### config.mk
export PLATFORM = sky130hd
export DESIGN_NAME = key_encode42
export DESIGN_NICKNAME = d
export VERILOG_FILES = /design/src/rtl/key_encode42.sv
export SDC_FILE = /design/constraint.sdc
export NUM_CORES = 1
export LEC_CHECK = 0
export CAP_MARGIN = 20
export CELL_PAD_IN_SITES_DETAIL_PLACEMENT = 1
export CELL_PAD_IN_SITES_GLOBAL_PLACEMENT = 2
export CORE_AREA = 4 4 75 63
export DETAILED_ROUTE_END_ITERATION = 7
export DIE_AREA = 0 0 79 67
export DONT_BUFFER_PORTS = 1
export MAX_ROUTING_LAYER = met4
export PLACE_DENSITY = 0.86
export SLEW_MARGIN = 20
export SYNTH_ARGS = -nofsm -noshare
export SYNTH_HDL_FRONTEND = slang
export SYNTH_SLANG_ARGS = --single-unit
### constraint.sdc
create_clock -name clk -period 3.15 [get_ports clk]
set_input_delay 0.315 -clock clk [delete_from_list [all_inputs] [get_ports clk]]
set_output_delay 0.315 -clock clk [all_outputs]
set_load 0.02 [all_outputs]
### src/rtl/key_encode42.sv
// key_encode42: debounced active-low 4-key priority encoder with one-cycle report strobe.
// Define KEY_ENC_REPEAT_EN to compile in hold-to-repeat reporting.
module key_encode42 #(
    parameter int DEB_CYC    = 240000,
    parameter int REPEAT_DLY = 6000000,
    parameter int REPEAT_PER = 1200000
) (
    input  logic       clk,
    input  logic       rst_n,
    input  logic [3:0] i_key_n,
    output logic [1:0] o_code,
    output logic       o_valid,
    output logic [3:0] o_pressed
);
    localparam int CW = $clog2(DEB_CYC) > 0 ? $clog2(DEB_CYC) : 1;
    localparam logic [CW-1:0] CMAX = CW'(DEB_CYC - 1);
    logic [3:0]    r_sync1, r_sync2, r_cand, r_deb, r_pressed_q;
    logic [CW-1:0] r_cnt;
    logic [1:0]    r_code;
    logic          r_valid;
    logic [3:0]    w_new;
    logic          w_event;
    logic [1:0]    w_enc;
    always_ff @(posedge clk or negedge rst_n) begin
        if (!rst_n) begin
            r_sync1     <= 4'b1111;
            r_sync2     <= 4'b1111;
            r_cand      <= 4'b1111;
            r_deb       <= 4'b1111;
            r_cnt       <= '0;
            r_pressed_q <= 4'b0000;
        end else begin
            r_sync1     <= i_key_n;
            r_sync2     <= r_sync1;
            r_pressed_q <= o_pressed;
            if (r_sync2 != r_cand) begin
                r_cand <= r_sync2;
                r_cnt  <= '0;
            end else if (r_cnt != CMAX) begin
                r_cnt <= r_cnt + 1'b1;
            end
            if (r_cnt == CMAX) r_deb <= r_cand;
        end
    end
    assign o_pressed = ~r_deb;
    assign w_new     = o_pressed & ~r_pressed_q;
    assign w_event   = |w_new;
    assign w_enc     = w_new[3] ? 2'd3 : w_new[2] ? 2'd2 : w_new[1] ? 2'd1 : 2'd0;
`ifdef KEY_ENC_REPEAT_EN
    localparam int RMAX = REPEAT_DLY > REPEAT_PER ? REPEAT_DLY : REPEAT_PER;
    localparam int RW = $clog2(RMAX) > 0 ? $clog2(RMAX) : 1;
    localparam logic [RW-1:0] DLYM = RW'(REPEAT_DLY - 1);
    localparam logic [RW-1:0] PERM = RW'(REPEAT_PER - 1);
    typedef enum logic [1:0] {IDLE, HOLD, RPT} state_t;
    state_t        r_state;
    logic [RW-1:0] r_rcnt;
    // A fresh press always wins over a repeat due in the same cycle.
    always_ff @(posedge clk or negedge rst_n) begin
        if (!rst_n) begin
            r_state <= IDLE;
            r_rcnt  <= '0;
            r_code  <= 2'b00;
            r_valid <= 1'b0;
        end else if (w_event) begin
            r_state <= HOLD;
            r_rcnt  <= '0;
            r_code  <= w_enc;
            r_valid <= 1'b1;
        end else if (r_state == IDLE || !o_pressed[r_code]) begin
            r_state <= IDLE;
            r_rcnt  <= '0;
            r_valid <= 1'b0;
        end else if (r_rcnt == (r_state == HOLD ? DLYM : PERM)) begin
            r_state <= RPT;
            r_rcnt  <= '0;
            r_valid <= 1'b1;
        end else begin
            r_rcnt  <= r_rcnt + 1'b1;
            r_valid <= 1'b0;
        end
    end
`else
    always_ff @(posedge clk or negedge rst_n) begin
        if (!rst_n) begin
            r_code  <= 2'b00;
            r_valid <= 1'b0;
        end else begin
            r_valid <= w_event;
            if (w_event) r_code <= w_enc;
        end
    end
`endif
    assign o_code  = r_code;
    assign o_valid = r_valid;
endmodule

==> results of run 1 <==
[routing by layer]
layer | global-route usage (%) | up-vias | wire, um
li1 | - | 540 | -
met1 | 18.9 | 575 | 1710
met2 | 23.7 | 15 | 1510
met3 | 4.86 | 6 | 121
met4 | 6.44 | 0 | 63
met5 | - | - | 0
[cells by family after synthesis]
family / count (synthesis) / share of synthesized area (%)
AND/OR/NAND/NOR: 52 / 18.3
flip-flops: 41 / 60.0
AO/OA/AOI/OAI: 29 / 10.2
buffers and inverters: 13 / 3.59
XOR/XNOR: 8 / 4.02
multiplexers: 5 / 3.16
adder cells (fa/ha/maj): 1 / 0.718
[per-stage QoR]
stage	worst slack, ns	total power, mW	utilization [%]	hold slack, ns
after floorplan	1.50	0.567	-	0.0194
after global placement	1.24	0.568	43.7	0.0206
after detailed placement	1.17	0.569	43.7	0.0205
after CTS	1.09	0.943	47.7	0.361
after global routing	1.00	0.971	47.7	0.367
final	1.11	0.926	47.7	0.360
[worst max path at each step]
stage / slack (ns) / end
after global routing: 1.00 / r_cnt[7]
final: 1.11 / r_cnt[7]
after global placement: 1.24 / r_cnt[7]
after detailed placement: 1.17 / r_cnt[7]
after floorplan: 1.50 / r_deb[0]
after CTS: 1.09 / r_cnt[7]
[registers in the layout, summed over array words and instances (netlist names)]
| signal | count |
|---|---|
| r_cnt | 18 |
| o_code | 2 |
| o_valid | 1 |
| r_sync2 | 4 |
| r_cand | 4 |
| r_pressed_q | 4 |
| r_deb | 4 |
| r_sync1 | 4 |
[worst max-delay path, delay by kind of cell, from the launching register on]
family	cells	cell delay [ns]
AOI/OAI and AO/OA	2	0.66
DFF	1	0.55
and+or+nand+nor	1	0.61
xor gates and xnor gates	1	0.13
[power by group through the flow]
| stage | sequential (mW) | combinational [mW] | clock [mW] |
|---|---|---|---|
| 2_1_floorplan | 0.555 | 0.0119 | 0 |
| 3_3_place_gp | 0.556 | 0.0126 | 0 |
| 3_5_place_dp | 0.557 | 0.0128 | 0 |
| 4_1_cts | 0.547 | 0.0315 | 0.365 |
| 5_1_grt | 0.548 | 0.0348 | 0.388 |
| 6_report | 0.546 | 0.0306 | 0.349 |
[layout make-up]
cell class | count | area [sq um]
Timing Repair Buffer | 6 | 70.1
Multi-Input combinational cell | 95 | 634
Clock buffer | 5 | 68.8
Sequential cell | 41 | 1050
Clock inverter | 3 | 22.5
Inverter | 4 | 15.0
Tap cell | 57 | 71.3
Fill cell | 458 | 2120
[synthesized netlist by cell type (2+ instances only)]
library cell | number | area share [%]
xnor2_1 | 4 | 2.0
nor3_1 | 3 | 0.86
buf_2 | 2 | 0.57
o31ai_1 | 4 | 1.7
mux2_2 | 4 | 2.6
inv_1 | 4 | 0.86
nand2_1 | 8 | 1.7
a21oi_1 | 10 | 2.9
or4_1 | 5 | 2.2
dfrtp_1 | 25 | 36
dfstp_2 | 16 | 24
clkbuf_1 | 5 | 1.1
and3_1 | 4 | 1.4
nand2b_1 | 2 | 0.72
and4_1 | 2 | 1.0
nor2_1 | 9 | 1.9
and4_4 | 2 | 1.3
o21ai_0 | 6 | 1.7
nand3_1 | 7 | 2.0
and2_1 | 2 | 0.72
nand4_1 | 3 | 1.1
a31oi_1 | 3 | 1.1
xor2_1 | 4 | 2.0
==> impl_metrics.ini, run 1 <==
[synthesis]
synth_cells = 149
seq_area_frac_synth_pct = 60.0
ys_types = 38
ys_seq_elements = 41
yosysWarnings = 0
syn_area_per_cell_sq_um = 11.7
synth-edff-count = 0
async_flop_share_pct = 100
syn_nets = 156
netlist_area_sq_um = 1740
ys.flop_type = dfrtp_1

[placement]
dpl_cell_area_sq_um = 1770
place_congestion = 0.748
dpl.cell_count = 197
place_hpwl_um = 2340
io_buffer_count = 0

[clocking]
clk_pin_slew_ns = 0.08
cts_hold_buf = 6
numCtsBuffers = 5
cts_setup_buffers = 0
clk_path_buf_depth = 2
cts_tree = yes
cts_resized = 0
clk_latency_ns = 0.30
cts_root_buf = clkbuf_8
h-tree-depth = 2
cts.sinks = 41

[timing]
fin_crit_ns = 2.04
setup_viol = 0
slew_headroom_pct = 51.1
max_freq_mhz = 490
worst_slew_pin_slew_ns = 0.731
period_share_pct = 64.7
clock_skew_ns = 0.00551
rsz0062_at_grt = false
drv_slew = 0
tns_ns = 0
finalHoldViolCount = 0

[pwr]
sw_frac_of_total_pct = 23.3
pwr-share-seq_pct = 59.0
intPower_mw = 0.710
clockPowerShare_pct = 37.7
p_comb_share_pct = 3.3
switchingPower_mw = 0.216
p_per_area_nw_per_um2 = 480
irDropWorstVdd_mv = 0.271
p_leak_nw = 0.760

[final_layout]
mostFrequentLayoutCells = dfrtp_1 (25), dfstp_2 (16), a21oi_1 (10)
final_common_cell = dfrtp_1
fin_nets = 160
area_growth_syn_to_layout_pct = 10.6
drive_gt1_share_pct = 22.1
layout.cells.non_filler = 211
antenna_cells = 0
design_area_sq_um = 1930

[critical_path]
reg2reg_slack_ns = 1.11
crit_start = r_sync2[1]
reg2reg_depth = 4
cp_cell_sequence = xnor2_1, nand4_1, a2111o_1, o21ai_0
worst_setup_path_end_kind = flop
rr_startpoint = r_sync2[1]
cp-start-kind = flop
crit_fanout = 15
cpPeakStageDelay_ns = 0.61
worstPathRequired_ns = 3.36
path_class = reg -> reg
crit_arrival_ns = 2.25
r2r-end = r_cnt[7]
slowest_stage = nand4_1

[die]
fp.dieH_um = 67
core_area_sq_um = 4050
io_pins = 13
start_util_pct = 43.1
num_rows = 21
die_w_um = 79
dieArea_sq_um = 5290

[global_routing]
grt.overflow.total = 0
grt_max_degree = 42
grt_usage_pct = 15.4
grt_pass1_vias = 1219
grt_pass1_wl_um = 5870
antenna_found_initial = 0

[flow_run]
maxCapViolCount = 0

[routing]
wirelength_um = 3410
drt-initial-drc-count = 57
wl_per_cell_um = 16.2
drtAntennaViolNets = 0
drt-vias-per-instance = 5.38
drt_pass1_iterations = 4
num_vias = 1136
drc = 0

[hold_path]
min_from = r_sync1[1]
holdPathEnd = r_sync2[1]
hold_depth = 0
min_path_type = reg -> reg

[outcome]
status = finished, final reports clean
No activity file was read; power rests on OpenSTA's default activity.
==> run 2, diff against run 1 <==
--- a/config.mk
+++ b/config.mk
@@ -8,12 +8,12 @@
 export CAP_MARGIN = 20
 export CELL_PAD_IN_SITES_DETAIL_PLACEMENT = 1
 export CELL_PAD_IN_SITES_GLOBAL_PLACEMENT = 2
-export CORE_AREA = 4 4 75 63
+export CORE_AREA = 4 4 82 69
 export DETAILED_ROUTE_END_ITERATION = 7
-export DIE_AREA = 0 0 79 67
+export DIE_AREA = 0 0 86 73
 export DONT_BUFFER_PORTS = 1
 export MAX_ROUTING_LAYER = met4
-export PLACE_DENSITY = 0.86
+export PLACE_DENSITY = 0.77
 export SLEW_MARGIN = 20
 export SYNTH_ARGS = -nofsm -noshare
 export SYNTH_HDL_FRONTEND = slang
==> constraint.sdc (replaced) <==
create_clock -name clk -period 1.6 [get_ports clk]
set_input_delay 0.16 -clock clk [delete_from_list [all_inputs] [get_ports clk]]
set_output_delay 0.16 -clock clk [all_outputs]
set_load 0.02 [all_outputs]
==> run 2 against run 1 <==
  * Combinational power is 140% higher
  * Final area is 18% higher
  * Sequential power is 98% higher
  * Non-clock buffer count is 32 higher
==> impl_metrics.ini, run 2 (synthesis gave the netlist of run 1 again) <==
[global_routing]
antenna_found_initial = 0
grt_pass1_vias = 1451
grt_max_degree = 42
grt.overflow.total = 0
grt_usage_pct = 15.4
grt_pass1_wl_um = 7220

[critical_path]
r2r-end = r_cnt[12]
crit_arrival_ns = 1.81
worst_setup_path_end_kind = flop
cp_cell_sequence = ha_2, and3_4, nand2_4, or4_1, a21oi_2
worstPathRequired_ns = 1.83
cpPeakStageDelay_ns = 0.53
rr_startpoint = r_cnt[1]
crit_fanout = 6
reg2reg_depth = 5
reg2reg_slack_ns = 0.02
cp-start-kind = flop
slowest_stage = or4_1
path_class = reg -> reg

[placement]
dpl.cell_count = 227
place_hpwl_um = 2990
dp_slack_ns = -0.137
place_congestion = 0.762
dpl_cell_area_sq_um = 1970
io_buffer_count = 0

[routing]
drc = 0
drt_pass1_iterations = 4
wirelength_um = 4160
wl_per_cell_um = 16.8
drtAntennaViolNets = 0
drt-initial-drc-count = 71
drt-vias-per-instance = 5.21
num_vias = 1291

[pwr]
p_comb_share_pct = 3.8
sw_frac_of_total_pct = 22.3
pwr-share-seq_pct = 55.7
irDropWorstVdd_mv = 0.740
switchingPower_mw = 0.431
p_per_area_nw_per_um2 = 848
p_leak_nw = 0.976
intPower_mw = 1.50
power_mw = 1.93
clockPowerShare_pct = 40.5

[timing]
max_freq_mhz = 632
clock_skew_ns = 0.00731
fin_ws_ns = 0.0176
fin_crit_ns = 1.58
worst_slew_pin_slew_ns = 0.314
drv_slew = 0
rsz0062_at_grt = true
slew_headroom_pct = 78.8
finalHoldViolCount = 0
period_share_pct = 98.9
tns_ns = 0
fin_hold_ws_ns = 0.322
setup_viol = 0

[outcome]
status = finished, final reports clean

[final_layout]
final_common_cell = buf_4
area_growth_syn_to_layout_pct = 30.8
layout.cells.non_filler = 248
drive_gt1_share_pct = 44.1
fin_nets = 192
largest_reg_flops = 18
antenna_cells = 0
mostFrequentLayoutCells = buf_4 (27), dfrtp_1 (25), dfstp_2 (16)
design_area_sq_um = 2280
regMostFlops = r_cnt
nFillCells = 522
utilization_pct = 46.9

[die]
die_w_um = 86
dieArea_sq_um = 6280
start_util_pct = 35.8
fp.dieH_um = 73
num_rows = 23
io_pins = 13
core_area_sq_um = 4860

[clocking]
clk_path_buf_depth = 2
clk_pin_slew_ns = 0.08
cts_root_buf = clkbuf_8
h-tree-depth = 2
numCtsBuffers = 5
cts.sinks = 41
clk_latency_ns = 0.29
cts_tree = yes

[hold_path]
min_path_type = in -> async

[flow_run]
maxCapViolCount = 0
## run 2: cell type report
type / instances / area [sq um] / area share (%)
Clock buffer: 6 / 93.8 / 4.12
Multi-Input combinational cell: 95 / 703 / 30.8
Tap cell: 62 / 77.6 / 3.40
Sequential cell: 41 / 1050 / 45.9
Timing Repair Buffer: 38 / 329 / 14.4
Clock inverter: 2 / 15.0 / 0.659
Inverter: 4 / 15.0 / 0.659
## run 2: power groups by stage
stage	Sequential (mW)	Clock [mW]	Combinational [mW]
final	1.08	0.784	0.0737
after detailed placement	1.10	0	0.0337
after global placement	1.09	0	0.0320
after floorplan	1.09	0	0.0234
after CTS	1.08	0.799	0.0707
after global routing	1.08	0.863	0.0843
## run 2: critical path, delay by kind of cell, from the launching register on
kind / cells / cell delay (ns)
compound gates: 1 / 0.13
simple gates: 3 / 0.83
fa+ha+maj: 1 / 0.19
flops: 1 / 0.37
## run 2: layer usage
metal	wire length, um	share of wire (%)	track usage (%)
met5	0	0	-
met4	41	0.99	3.87
met3	97	2.3	3.39
met2	2070	50	24.9
met1	1960	47	19.7
## run 2: what timing repair did
action | 4_1_cts | 5_1_grt
gates cloned | 0 | 0
hold buffers | 6 | 0
endpoints found under the setup margin | 17 | 17
endpoints found under the hold margin | 45 | 0
pin swaps | 6 | 9
gates resized for setup | 5 | 20
setup buffers | 1 | 6
## run 2: how the worst max path moves through the flow
stage / startpoint / end
after floorplan: r_cnt[0] / r_cnt[14]
after detailed placement: r_cnt[14] / r_deb[1]
after global routing: r_cnt[7] / r_cnt[17]
after global placement: r_cnt[0] / r_cnt[16]
final: r_cnt[1] / r_cnt[12]
after CTS: r_cnt[1] / r_cnt[12]
